## src/rtl/video_timing_pkg.sv

```systemverilog
// Shared raster geometry for the video timing generator.
// Progressive VGA 640x480 and NTSC-rate interlaced constants.
package video_timing_pkg;

    localparam int P_H_ACTIVE = 640;
    localparam int P_H_FP     = 16;
    localparam int P_H_SYNC   = 96;
    localparam int P_H_BP     = 48;
    localparam int P_V_ACTIVE = 480;
    localparam int P_V_FP     = 10;
    localparam int P_V_SYNC   = 2;
    localparam int P_V_BP     = 33;

    localparam int I_H_ACTIVE = 1280;
    localparam int I_H_FP     = 32;
    localparam int I_H_SYNC   = 118;
    localparam int I_H_BP     = 158;
    localparam int I_H_HALF   = 794;
    localparam int I_V_ACTIVE = 240;
    localparam int I_V_FP     = 3;
    localparam int I_V_SYNC   = 3;
    localparam int I_V_BP     = 16;

    // Active size, sync window and half-line point of one raster mode.
    typedef struct packed {
        logic [10:0] h_act;
        logic [10:0] h_ss;
        logic [10:0] h_se;
        logic [10:0] h_half;
        logic [9:0]  v_act;
        logic [9:0]  v_ss;
        logic [9:0]  v_se;
    } timing_t;

    localparam timing_t PROG_TIMING = '{
        h_act:  11'(P_H_ACTIVE),
        h_ss:   11'(P_H_ACTIVE + P_H_FP),
        h_se:   11'(P_H_ACTIVE + P_H_FP + P_H_SYNC),
        h_half: 11'((P_H_ACTIVE + P_H_FP + P_H_SYNC + P_H_BP) / 2),
        v_act:  10'(P_V_ACTIVE),
        v_ss:   10'(P_V_ACTIVE + P_V_FP),
        v_se:   10'(P_V_ACTIVE + P_V_FP + P_V_SYNC)
    };

    localparam timing_t INTL_TIMING = '{
        h_act:  11'(I_H_ACTIVE),
        h_ss:   11'(I_H_ACTIVE + I_H_FP),
        h_se:   11'(I_H_ACTIVE + I_H_FP + I_H_SYNC),
        h_half: 11'(I_H_HALF),
        v_act:  10'(I_V_ACTIVE),
        v_ss:   10'(I_V_ACTIVE + I_V_FP),
        v_se:   10'(I_V_ACTIVE + I_V_FP + I_V_SYNC)
    };

    // Picks the geometry (H/V active size and syncs) for the latched mode.
    function automatic timing_t select_timing(
        input logic    interlaced,
        input timing_t prog,
        input timing_t intl
    );
        return interlaced ? intl : prog;
    endfunction

endpackage

```

## src/rtl/video_timing_if.sv

```systemverilog
// Display-side bundle: composer strobes/data in, DAC signals out.
// master is the timing generator, slave is the composer/output side.
interface video_timing_if;

    logic       interlaced;
    logic       display_next_frame;
    logic       display_next_line;
    logic       display_next_pixel;
    logic       display_current_field;
    logic [7:0] display_data;
    logic [7:0] vid_data;
    logic       vid_hsync;
    logic       vid_vsync;
    logic       vid_blank;

    modport master (
        input  interlaced,
        input  display_data,
        output display_next_frame,
        output display_next_line,
        output display_next_pixel,
        output display_current_field,
        output vid_data,
        output vid_hsync,
        output vid_vsync,
        output vid_blank
    );

    modport slave (
        output interlaced,
        output display_data,
        input  display_next_frame,
        input  display_next_line,
        input  display_next_pixel,
        input  display_current_field,
        input  vid_data,
        input  vid_hsync,
        input  vid_vsync,
        input  vid_blank
    );

endinterface

```

## src/rtl/video_delay_line.sv

```systemverilog
// DEPTH-stage shift register advancing on en.
// Aligns sync/blank with the composer's pipelined pixel data.
module video_delay_line #(
    parameter int              DEPTH   = 2,
    parameter int              WIDTH   = 1,
    parameter logic [WIDTH-1:0] RST_VAL = '0
) (
    input  logic             clk,
    input  logic             rst_n,
    input  logic             en,
    input  logic [WIDTH-1:0] d,
    output logic [WIDTH-1:0] q
);

    if (DEPTH < 1) begin : g_bad_depth
        $error("video_delay_line: DEPTH must be at least 1");
    end

    logic [WIDTH-1:0] sr [DEPTH];

    // Shift one stage per enabled cycle.
    always_ff @(posedge clk or negedge rst_n) begin
        if (!rst_n) begin
            for (int i = 0; i < DEPTH; i++) sr[i] <= RST_VAL;
        end else if (en) begin
            sr[0] <= d;
            for (int i = 1; i < DEPTH; i++) sr[i] <= sr[i-1];
        end
    end

    assign q = sr[DEPTH-1];

endmodule

```

## src/rtl/video_timing_gen.sv

```systemverilog
// Raster timing generator: composer strobes, field tracking,
// and re-timed pixel/sync/blank output for the palette/DAC.
module video_timing_gen
    import video_timing_pkg::*;
#(
    parameter int      PIPE_DELAY = 2,
    parameter int      H_TOTAL_P  = 800,
    parameter int      V_TOTAL_P  = 525,
    parameter int      H_TOTAL_I  = 1588,
    parameter int      V_TOTAL_I  = 262,
    parameter timing_t TP         = PROG_TIMING,
    parameter timing_t TI         = INTL_TIMING
) (
    input  logic          clk,
    input  logic          rst_n,
    video_timing_if.master bus
);

    if (PIPE_DELAY < 1) begin : g_bad_delay
        $error("video_timing_gen: PIPE_DELAY must be at least 1");
    end

    logic        clk_en;
    logic [10:0] h;
    logic [9:0]  v;
    logic        field;
    logic        mode_r;

    timing_t     tm;
    logic [10:0] h_total;
    logic [9:0]  v_total;
    logic        line_end;
    logic        frame_end;
    logic        active;
    logic        hs_on;
    logic        vs_full;
    logic        vs_half;
    logic        vs_on;

    logic        pix_r;
    logic        line_r;
    logic        frame_r;
    logic        field_r;
    logic        blank_r;
    logic        hs_r;
    logic        vs_r;

    logic        blank_d;
    logic        hs_d;
    logic        vs_d;

    logic [7:0]  data_o;
    logic        blank_o;
    logic        hs_o;
    logic        vs_o;

    assign tm      = select_timing(mode_r, TP, TI);
    assign h_total = mode_r ? 11'(H_TOTAL_I) : 11'(H_TOTAL_P);
    assign v_total = mode_r ? 10'(V_TOTAL_I) + {9'd0, field}
                            : 10'(V_TOTAL_P);

    assign line_end  = (h == h_total - 11'd1);
    assign frame_end = line_end && (v == v_total - 10'd1);
    assign active    = (h < tm.h_act) && (v < tm.v_act);
    assign hs_on     = (h >= tm.h_ss) && (h < tm.h_se);

    // Field 1 of an interlaced frame starts/ends vsync mid-line.
    assign vs_full = (v >= tm.v_ss) && (v < tm.v_se);
    assign vs_half = ((v > tm.v_ss) || (v == tm.v_ss && h >= tm.h_half))
                  && ((v < tm.v_se) || (v == tm.v_se && h < tm.h_half));
    assign vs_on   = (mode_r && field) ? vs_half : vs_full;

    // Half-rate pixel enable, phase-locked to reset release.
    always_ff @(posedge clk or negedge rst_n) begin
        if (!rst_n) clk_en <= 1'b0;
        else        clk_en <= ~clk_en;
    end

    // Raster counters; mode and field only change at the frame wrap.
    always_ff @(posedge clk or negedge rst_n) begin
        if (!rst_n) begin
            h      <= '0;
            v      <= '0;
            field  <= 1'b0;
            mode_r <= 1'b0;
        end else if (clk_en) begin
            if (line_end) begin
                h <= '0;
                if (frame_end) begin
                    v      <= '0;
                    mode_r <= bus.interlaced;
                    field  <= bus.interlaced & mode_r & ~field;
                end else begin
                    v <= v + 10'd1;
                end
            end else begin
                h <= h + 11'd1;
            end
        end
    end

    // Composer strobes plus undelayed sync/blank for the same pixel.
    always_ff @(posedge clk or negedge rst_n) begin
        if (!rst_n) begin
            pix_r   <= 1'b0;
            line_r  <= 1'b0;
            frame_r <= 1'b0;
            field_r <= 1'b0;
            blank_r <= 1'b1;
            hs_r    <= 1'b1;
            vs_r    <= 1'b1;
        end else if (clk_en) begin
            pix_r   <= active;
            line_r  <= line_end;
            frame_r <= frame_end;
            field_r <= field;
            blank_r <= ~active;
            hs_r    <= ~hs_on;
            vs_r    <= ~vs_on;
        end
    end

    video_delay_line #(
        .DEPTH   (PIPE_DELAY),
        .WIDTH   (3),
        .RST_VAL (3'b111)
    ) u_sync_dly (
        .clk   (clk),
        .rst_n (rst_n),
        .en    (clk_en),
        .d     ({blank_r, hs_r, vs_r}),
        .q     ({blank_d, hs_d, vs_d})
    );

    // Capture the composer's pixel together with its aligned sync/blank.
    always_ff @(posedge clk or negedge rst_n) begin
        if (!rst_n) begin
            data_o  <= '0;
            blank_o <= 1'b1;
            hs_o    <= 1'b1;
            vs_o    <= 1'b1;
        end else if (clk_en) begin
            data_o  <= blank_d ? 8'h00 : bus.display_data;
            blank_o <= blank_d;
            hs_o    <= hs_d;
            vs_o    <= vs_d;
        end
    end

    assign bus.display_next_pixel    = pix_r;
    assign bus.display_next_line     = line_r;
    assign bus.display_next_frame    = frame_r;
    assign bus.display_current_field = field_r;
    assign bus.vid_data              = data_o;
    assign bus.vid_blank             = blank_o;
    assign bus.vid_hsync             = hs_o;
    assign bus.vid_vsync             = vs_o;

endmodule

```

## src/flat_wrapper.sv

```systemverilog
// flat-port wrapper written by rule: the top's interface ports become plain ports
module video_timing_gen_flat import video_timing_pkg::*;
#(
    parameter int      PIPE_DELAY = 2,
    parameter int      H_TOTAL_P  = 800,
    parameter int      V_TOTAL_P  = 525,
    parameter int      H_TOTAL_I  = 1588,
    parameter int      V_TOTAL_I  = 262,
    parameter timing_t TP         = PROG_TIMING,
    parameter timing_t TI         = INTL_TIMING
)
  (clk, rst_n, bus_interlaced, bus_display_data, bus_display_next_frame, bus_display_next_line, bus_display_next_pixel, bus_display_current_field, bus_vid_data, bus_vid_hsync, bus_vid_vsync, bus_vid_blank);
  video_timing_if bus_i ();
  input  logic clk;
  input  logic rst_n;
  input wire logic [$bits(bus_i.interlaced)-1:0] bus_interlaced;
  input wire logic [$bits(bus_i.display_data)-1:0] bus_display_data;
  output wire logic [$bits(bus_i.display_next_frame)-1:0] bus_display_next_frame;
  output wire logic [$bits(bus_i.display_next_line)-1:0] bus_display_next_line;
  output wire logic [$bits(bus_i.display_next_pixel)-1:0] bus_display_next_pixel;
  output wire logic [$bits(bus_i.display_current_field)-1:0] bus_display_current_field;
  output wire logic [$bits(bus_i.vid_data)-1:0] bus_vid_data;
  output wire logic [$bits(bus_i.vid_hsync)-1:0] bus_vid_hsync;
  output wire logic [$bits(bus_i.vid_vsync)-1:0] bus_vid_vsync;
  output wire logic [$bits(bus_i.vid_blank)-1:0] bus_vid_blank;
  assign bus_i.interlaced = bus_interlaced;
  assign bus_i.display_data = bus_display_data;
  assign bus_display_next_frame = bus_i.display_next_frame;
  assign bus_display_next_line = bus_i.display_next_line;
  assign bus_display_next_pixel = bus_i.display_next_pixel;
  assign bus_display_current_field = bus_i.display_current_field;
  assign bus_vid_data = bus_i.vid_data;
  assign bus_vid_hsync = bus_i.vid_hsync;
  assign bus_vid_vsync = bus_i.vid_vsync;
  assign bus_vid_blank = bus_i.vid_blank;
  video_timing_gen #(.PIPE_DELAY(PIPE_DELAY), .H_TOTAL_P(H_TOTAL_P), .V_TOTAL_P(V_TOTAL_P), .H_TOTAL_I(H_TOTAL_I), .V_TOTAL_I(V_TOTAL_I), .TP(TP), .TI(TI)) u_core (.clk(clk), .rst_n(rst_n), .bus(bus_i));
endmodule
```

## config.mk

```make
export PLATFORM = sky130hd
export DESIGN_NAME = video_timing_gen_flat
export DESIGN_NICKNAME = d
export VERILOG_FILES = /design/src/rtl/video_timing_pkg.sv /design/src/rtl/video_timing_if.sv /design/src/rtl/video_delay_line.sv /design/src/rtl/video_timing_gen.sv /design/src/flat_wrapper.sv
export SDC_FILE = /design/constraint.sdc
export NUM_CORES = 1
export LEC_CHECK = 0
export ABC_AREA = 1
export CORE_MARGIN = 3
export CORE_UTILIZATION = 63
export DETAILED_ROUTE_END_ITERATION = 12
export PLACE_DENSITY = 0.87
export SYNTH_ARGS = -nofsm -noshare
export SYNTH_HDL_FRONTEND = slang
export SYNTH_HIERARCHICAL = 1
export SYNTH_SLANG_ARGS = --single-unit
```

## constraint.sdc

```tcl
create_clock -name clk -period 4.4 [get_ports clk]
set_clock_uncertainty 0.2 [all_clocks]
set_input_delay 0.66 -clock clk [delete_from_list [all_inputs] [get_ports clk]]
set_output_delay 0.66 -clock clk [all_outputs]
set_load 0.1 [all_outputs]
```

==> results of run 1 <==
-- worst reg2reg max path, stage by stage (launching register included) --
cell and delay (ns):
sky130_fd_sc_hd__dfrtp_1 0.65, sky130_fd_sc_hd__inv_1 0.34, sky130_fd_sc_hd__ha_1 0.38, sky130_fd_sc_hd__inv_1 0.14
sky130_fd_sc_hd__nand3_1 0.13, sky130_fd_sc_hd__nor3_4 0.34, sky130_fd_sc_hd__nand2_2 0.17, sky130_fd_sc_hd__inv_1 0.11
sky130_fd_sc_hd__o21ai_0 0.10
-- cell type report --
class                      instances  share of cell area
sequential                        48               0.352
timing repair buffer              26              0.0732
clock inverter                     2             0.00362
clock buffer                       6              0.0239
tap                               65              0.0236
multi-input combinational        294               0.476
inverter                          44              0.0478
-- layer usage --
layer | vias to the layer above | wire length (um)
li1 | 1347 | -
met1 | 1295 | 3090
met2 | 112 | 3750
met3 | 21 | 471
met4 | 0 | 228
met5 | - | 0
-- how the worst max path moves through the flow --
stage	startpoint	to	cells after the start
floorplan	u_core/mode_r	u_core/v[6]	8
global placement	u_core/bus.vid_blank	bus_vid_blank	1
detailed placement	u_core/mode_r	u_core/v[0]	8
CTS	u_core/bus.vid_blank	bus_vid_blank	1
global route	u_core/bus.vid_blank	bus_vid_blank	1
finish	u_core/bus.vid_blank	bus_vid_blank	1
-- per-stage QoR --
| step | hold WS (ns) | instance area (um2) |
|---|---|---|
| 2_1_floorplan | 0.164 | 3080 |
| 3_3_place_gp | 0.244 | 3360 |
| 3_5_place_dp | 0.259 | 3360 |
| 4_1_cts | 0.273 | 3450 |
| 5_1_grt | 0.284 | 3450 |
| 6_report | 0.270 | 3450 |
-- report_power, final --
group / switching, mW / internal, mW / total, mW
Clock: 0.150 / 0.128 / 0.278
Sequential: 0.00233 / 0.445 / 0.447
Combinational: 0.0407 / 0.0159 / 0.0566
-- sequential cells by signal (all words and copies together), names as in the netlist --
| register | count |
|---|---|
| u_core/h | 11 |
| u_core/bus.display_next_pixel | 1 |
| u_core/field | 1 |
| u_core/u_sync_dly/sr | 3 |
| u_core/v | 10 |
| u_core/bus.display_next_line | 1 |
| u_core/bus.display_current_field | 1 |
| u_core/bus.display_next_frame | 1 |
| u_core/clk_en | 1 |
| u_core/bus.vid_vsync | 1 |
| u_core/bus.vid_blank | 1 |
| u_core/mode_r | 1 |
| u_core/u_sync_dly/q | 3 |
| u_core/bus.vid_data | 8 |
| u_core/hs_r | 1 |
| u_core/blank_r | 1 |
| u_core/bus.vid_hsync | 1 |
| u_core/vs_r | 1 |
-- cells by family after synthesis --
group	count (synthesis)	share of synthesized area
compound gates	36	0.0739
xor+xnor	6	0.0195
flops	48	0.395
simple gates	231	0.354
buf+inv	53	0.0727
fa+ha+maj	21	0.0853
-- placed cells by master (no fill, tap or decap) --
cell	Yosys	layout
sky130_fd_sc_hd__a21o_1	2	2
sky130_fd_sc_hd__a21oi_1	6	6
sky130_fd_sc_hd__a22o_1	8	8
sky130_fd_sc_hd__buf_2	2	1
sky130_fd_sc_hd__buf_4	4	1
sky130_fd_sc_hd__clkbuf_8	0	6
sky130_fd_sc_hd__clkdlybuf4s50_1	0	24
sky130_fd_sc_hd__clkinv_1	1	1
sky130_fd_sc_hd__dfrtp_1	36	36
sky130_fd_sc_hd__dfstp_2	12	12
sky130_fd_sc_hd__ha_1	21	21
sky130_fd_sc_hd__inv_1	38	38
sky130_fd_sc_hd__inv_2	5	5
sky130_fd_sc_hd__inv_4	0	2
sky130_fd_sc_hd__nand2_1	114	114
sky130_fd_sc_hd__nand2_2	6	6
sky130_fd_sc_hd__nand3_1	28	28
sky130_fd_sc_hd__nand3b_1	1	1
sky130_fd_sc_hd__nand4_1	17	17
sky130_fd_sc_hd__nand4_2	1	1
sky130_fd_sc_hd__nand4_4	1	1
sky130_fd_sc_hd__nor2_1	37	37
sky130_fd_sc_hd__nor2_2	4	4
sky130_fd_sc_hd__nor2_4	2	2
sky130_fd_sc_hd__nor3_1	9	9
sky130_fd_sc_hd__nor3_2	4	4
sky130_fd_sc_hd__nor3_4	2	2
sky130_fd_sc_hd__nor3b_1	2	2
sky130_fd_sc_hd__nor4_1	2	2
sky130_fd_sc_hd__o211ai_1	2	2
sky130_fd_sc_hd__o21a_1	1	1
sky130_fd_sc_hd__o21ai_0	12	12
sky130_fd_sc_hd__o21ai_1	3	3
sky130_fd_sc_hd__o21bai_1	2	2
sky130_fd_sc_hd__or2_2	1	1
sky130_fd_sc_hd__xnor2_2	1	1
sky130_fd_sc_hd__xor2_1	5	5
==> results.md, run 1 <==
* Synth unique cells at 37
* Final-report hold violation count at 0
* Met2 usage in global routing at 0.459
* Largest driver fanout on the critical path at 2
* F_max at 351 MHz
* Number of buffers created by CTS at 5
* Run status: complete, no violations
* Primary flip-flop cell chosen by synthesis mapping: sky130_fd_sc_hd__dfrtp_1
* Source-to-sink clock delay at the later pin of the worst-skew pair at 0.30 ns
* Fin nets at 451
* Resized cells post-CTS at 0
* Fin. max-slew vios at 0
* Top-count cell post-synth: sky130_fd_sc_hd__nand2_1
* Area growth from synthesis to final layout at 12.0%
* Largest voltage drop on the vdd net at 0.219 mV
* Sequential share of the synthesized area at 0.395
* Clock transition at the registers of the reported paths at 0.09 ns
* Crit path largest cell delay at 1.15 ns
* Async set-or-reset flop fraction in the synthesized netlist at 1.00
* Fraction of the core area covered by cells at the end of the flow at 0.761
* Hold buffers post-CTS at 0
* Global-route layer with the greatest usage: met2
* Final-report setup violation count at 0
* Number of iterations in the first detailed-routing pass at 5
* Routed vias at 2,775
* Met3 Use GR at 0.0450
* Cell Area, Synth at 3080 um2
* Weighted congestion at the end of routability-driven global placement at 1.00
* Congestion Overflow GR at 0
* Site Rows at 24
* Register-to-register setup slack at 1.72 ns
* Delay-heaviest family, CP: buffers and inverters
* Synth top area share at 0.292
* Most used standard cells in the synthesized netlist: sky130_fd_sc_hd__nand2_1 (114), sky130_fd_sc_hd__inv_1 (38), sky130_fd_sc_hd__nor2_1 (37)
* Startpoint of the lowest-slack register-to-register path: u_core/mode_r
* Gate count after technology mapping at 395
* Logic depth of the worst register-to-register path at 8
* Most area-hungry cell type in the Yosys netlist: sky130_fd_sc_hd__dfrtp_1
* Post-layout minimum cycle time at 2.85 ns
* Core area at 4530 um2
* Power, Total at 0.782 mW
* Setup TNS at 0 ns
* Type of the tightest min-delay check: reg -> reg
* Area contributors post-synth: sky130_fd_sc_hd__dfrtp_1 (29%), sky130_fd_sc_hd__nand2_1 (14%), sky130_fd_sc_hd__dfstp_2 (10%), sky130_fd_sc_hd__ha_1 (8.5%), sky130_fd_sc_hd__inv_1 (4.6%)
* Effective utilization at floorplan at 0.680
* Total die area at 5770 um2
* Library cell used as clock root buffer: sky130_fd_sc_hd__clkbuf_8
* Count of flip-flops with a built-in enable after synthesis at 0
* Unrepaired setup endpoints after global routing: false
* GRT met1 Usage at 0.342
* Standard cell with the maximum stage delay on the critical path: sky130_fd_sc_hd__clkdlybuf4s50_1
* Period utilization at 0.648
* Leakage power of the design at 1.69 nW
* Top-level port count at 26
* Antenna violations before repair at 0
* Number of buffers inserted to repair setup after CTS at 0
* Number of fill cells in the layout at 313
* Antenna fix cells at 0
* Count of nets left with antenna violations after detail routing at 0
* Die H at 75.9 um
* Sort of element at the start of the critical path: flip-flop
* Chip Width at 75.9 um
* TritonCTS clock tree: yes
* Capturing element type of the critical path: primary output
* Slew Limit Headroom at 0.309
* Post-DP HPWL at 5600 um
* Non-filler instance count after layout at 485
* Synthesized net count at 427
* Setup slack after placement at 1.77 ns
* Vias/cell at 5.72
* Hold Startpoint: u_core/u_sync_dly/sr[5]
* Final routed DRC violation total at 0
* H-tree depth at 2
* Critical path, cell by cell: clkdlybuf4s50_1
* Buffers from clock root to sink, at most at 2
* Hold Crit Endpoint: u_core/u_sync_dly/sr[5]
* Register bit total from synthesis at 48
* Buffer and inverter count on the worst path at 1
* Worst slew pin tran at 1.04 ns
* Average wire per standard cell at 15.6 um
* Setup ws final at 1.55 ns
* Fraction of final layout cells with drive strength greater than 1 at 0.117
* Vias in the first global route at 2,778
* PwrDens at 227 nW/um2
* Number of warnings issued by yosys at 6
* Max-capacitance violation count at 0
* Sink Count at 48
* Flip-flop and latch area at 1220 um2
* Global-route wire length before repair at 12,800 um
* Critical path start-end classification: reg -> out
* DRT iter0 DRCs at 284
* Data arrival time of the worst path at 1.99 ns
* Combined area of the multi-input logic cells at 1640 um2
* Global routing usage summed across all routing layers at 0.270
* Cell depth of the worst hold path at 2
* Placed Cells incl. Taps at 477
* Required @ worst endpoint at 3.54 ns
* Largest net degree at the start of global routing at 49
* Reg-to-reg critical path endpoint: u_core/v[0]
* I/O Buffers at 25
* Post-Route WL at 7550 um
* Average footprint of a synthesized cell at 7.80 um2
Power figures use the tool's default switching activity.
==> run 2: changes to the inputs <==
- CORE_UTILIZATION: 63 -> 58
- PLACE_DENSITY: 0.87 -> 0.81
- clock period: 4.4 -> 2.9 ns (I/O delays scaled with it)
==> run 2 against run 1 <==
  * Sequential power grew 52%
  * Register-to-register slack lost 1.1 ns
  * Cell area is essentially flat
  * Die area grew 7.9%
  * Sequential share of layout area is essentially flat
  * Non-clock buffer count grew 5
  * Cell count grew 1.4%
  * Largest power group unchanged
==> results.md, run 2 (same netlist as run 1, synthesis figures left out) <==
* Run status: complete, no violations
* Vias in the first global route at 2,708 (-2.5%)
* Largest net degree at the start of global routing at 31 (-37%)
* Area growth from synthesis to final layout at 11.9% (about the same)
* Standard cell with the maximum stage delay on the critical path: sky130_fd_sc_hd__dfrtp_1
* Register-to-register setup slack at 0.62 ns (-1.10 ns)
* Startpoint of the lowest-slack register-to-register path: u_core/mode_r
* Count of nets left with antenna violations after detail routing at 0 (unchanged)
* Hold buffers post-CTS at 1 (+1)
* Fraction of the core area covered by cells at the end of the flow at 0.702 (-0.0589)
* Number of buffers inserted to repair setup after CTS at 0 (unchanged)
* Data arrival time of the worst path at 2.25 ns (+0.26 ns)
* Fraction of final layout cells with drive strength greater than 1 at 0.158 (+0.0410)
* Library cell used as clock root buffer: sky130_fd_sc_hd__clkbuf_8
* Chip Width at 78.9 um (+3.9%)
* Source-to-sink clock delay at the later pin of the worst-skew pair at 0.30 ns (about the same)
* Effective utilization at floorplan at 0.628 (-0.0521)
* Critical path, cell by cell: inv_1 > ha_1 > inv_1 > nand3_1 > nor3_4 > nand2_2 > inv_1 > o21ai_0
* Congestion Overflow GR at 0 (unchanged)
* Antenna violations before repair at 0 (unchanged)
* I/O Buffers at 25 (unchanged)
* Largest driver fanout on the critical path at 12 (+10)
* Combined area of the multi-input logic cells at 1640 um2 (unchanged)
* H-tree depth at 2 (unchanged)
* Slew Limit Headroom at 0.571 (+0.262)
* Crit path from: u_core/mode_r
* Reg-to-reg critical path endpoint: u_core/v[0]
* Setup TNS at 0 ns (unchanged)
* Unrepaired setup endpoints after global routing: false
* Power, Total at 1.16 mW (+48%)
* Sink Count at 48 (unchanged)
* Global routing usage summed across all routing layers at 0.257 (-0.0131)
* Number of buffers created by CTS at 5 (unchanged)
* Resized cells post-CTS at 0 (unchanged)
* Setup crit end: u_core/v[0]
* Number of iterations in the first detailed-routing pass at 4 (-1)
* Average wire per standard cell at 15.0 um (-3.6%)
* Top library cells by usage in the layout, fill and taps aside: sky130_fd_sc_hd__nand2_1 (114), sky130_fd_sc_hd__inv_1 (38), sky130_fd_sc_hd__nor2_1 (37)
* Die H at 78.9 um (+3.9%)
* Fin nets at 456 (+1.1%)
* Worst slew pin tran at 0.644 ns (-0.393 ns)
* Capturing element type of the critical path: flip-flop
* Fin. max-slew vios at 0 (unchanged)
* Global-route wire length before repair at 12,600 um (-2.2%)
* Register name with the most flops: u_core/h
* Crit path largest cell delay at 0.39 ns (-0.76 ns)
* Total die area at 6220 um2 (+7.9%)
* Antenna fix cells at 0 (unchanged)
* Clock transition at the registers of the reported paths at 0.09 ns (about the same)
* Tightest hold margin at 0.262 ns (-0.00717 ns)
* TritonCTS clock tree: yes
* Weighted congestion at the end of routability-driven global placement at 0.941 (-6.3%)
* Routed vias at 2,767 (-0.29%)
* PwrDens at 337 nW/um2 (+49%)
* Max-capacitance violation count at 0 (unchanged)
* Leakage power of the design at 1.71 nW (+1.2%)
* Number of fill cells in the layout at 422 (+35%)
* Final routed DRC violation total at 0 (unchanged)
* DRT iter0 DRCs at 240 (-15%)
* Required @ worst endpoint at 2.87 ns (-0.67 ns)
* Post-Route WL at 7380 um (-2.2%)
* Most Frequent Cell on Critical Path: sky130_fd_sc_hd__inv_1
* Final-report hold violation count at 0 (unchanged)
* Largest voltage drop on the vdd net at 0.382 mV (+74%)
* Core area at 4910 um2 (+8.3%)
* Logic depth of the worst register-to-register path at 8 (unchanged)
* Vias/cell at 5.62 (-1.7%)
* F_max at 439 MHz
* Type of the tightest min-delay check: reg -> reg
* Final-report setup violation count at 0 (unchanged)
* Site Rows at 25 (+4.2%)
* Flip-flop count of the largest register after layout at 11 (unchanged)
* Sort of element at the start of the critical path: flip-flop
* Top-level port count at 26 (unchanged)
* Post-layout minimum cycle time at 2.28 ns
* Period utilization at 0.785
* Post-DP HPWL at 5630 um (+0.58%)
* Flip-flop and latch area at 1220 um2 (unchanged)
* Most common cell after layout, fill and taps aside: sky130_fd_sc_hd__nand2_1
* Buffers from clock root to sink, at most at 2 (unchanged)
* Critical path start-end classification: reg -> reg
==> run 2: cell types whose count changed in the layout (fill, tap and decap cells not counted) <==
| cell | previous run | this run |
|---|---|---|
| sky130_fd_sc_hd__buf_4 | 1 | 20 |
| sky130_fd_sc_hd__clkbuf_8 | 6 | 5 |
| sky130_fd_sc_hd__clkdlybuf4s50_1 | 24 | 9 |
| sky130_fd_sc_hd__clkinv_1 | 1 | 2 |
| sky130_fd_sc_hd__clkinvlp_4 | 0 | 2 |
| sky130_fd_sc_hd__dlygate4sd3_1 | 0 | 1 |
| sky130_fd_sc_hd__inv_4 | 2 | 0 |
==> run 2: worst min-delay path by stage <==
stage / startpoint / end / cells after the start
floorplan: rst_n / u_core/bus.display_current_field / 0
detailed placement: u_core/u_sync_dly/sr[4] / u_core/u_sync_dly/q[1] / 2
global placement: u_core/u_sync_dly/sr[4] / u_core/u_sync_dly/q[1] / 2
finish: u_core/u_sync_dly/sr[4] / u_core/u_sync_dly/q[1] / 2
global route: u_core/u_sync_dly/sr[4] / u_core/u_sync_dly/q[1] / 2
CTS: u_core/u_sync_dly/sr[4] / u_core/u_sync_dly/q[1] / 2
==> run 2: critical path: cells and delay by family, from the launching register on <==
| kind | cells | cell delay, ns |
|---|---|---|
| and+or+nand+nor | 3 | 0.64 |
| buffers and inverters | 3 | 0.52 |
| adders and majority gates | 1 | 0.32 |
| DFF | 1 | 0.39 |
| AOI/OAI and AO/OA | 1 | 0.09 |
==> run 2: layer usage <==
layer	wire (um)	GRT usage	vias up
li1	-	-	1358
met1	3170	0.333	1308
met2	3670	0.435	84
met3	378	0.0397	17
met4	161	0.0962	0
met5	0	0	-
==> run 2: area by class of cell <==
| cell class | instances | area share |
|---|---|---|
| multi-input cells | 294 | 0.476 |
| flip-flops and latches | 48 | 0.353 |
| repair buffers | 31 | 0.0740 |
| inverters | 44 | 0.0479 |
| well taps | 67 | 0.0243 |
| clock buffers | 5 | 0.0199 |
| clock inverters | 3 | 0.00544 |
==> run 2: through the flow <==
stage                     worst slack [ns]  instance area [um2]  cells
after floorplan                      0.673                 3080    395
after global placement               0.790                 3350    483
after detailed placement             0.660                 3350    483
after CTS                            0.641                 3450    492
after global routing                 0.395                 3450    492
final                                0.623                 3450    492
==> run 2: power by group <==
part / internal, mW / switching [mW]
logic: 0.0247 / 0.0621
clock network: 0.167 / 0.229
registers: 0.675 / 0.00320
total: 0.867 / 0.294
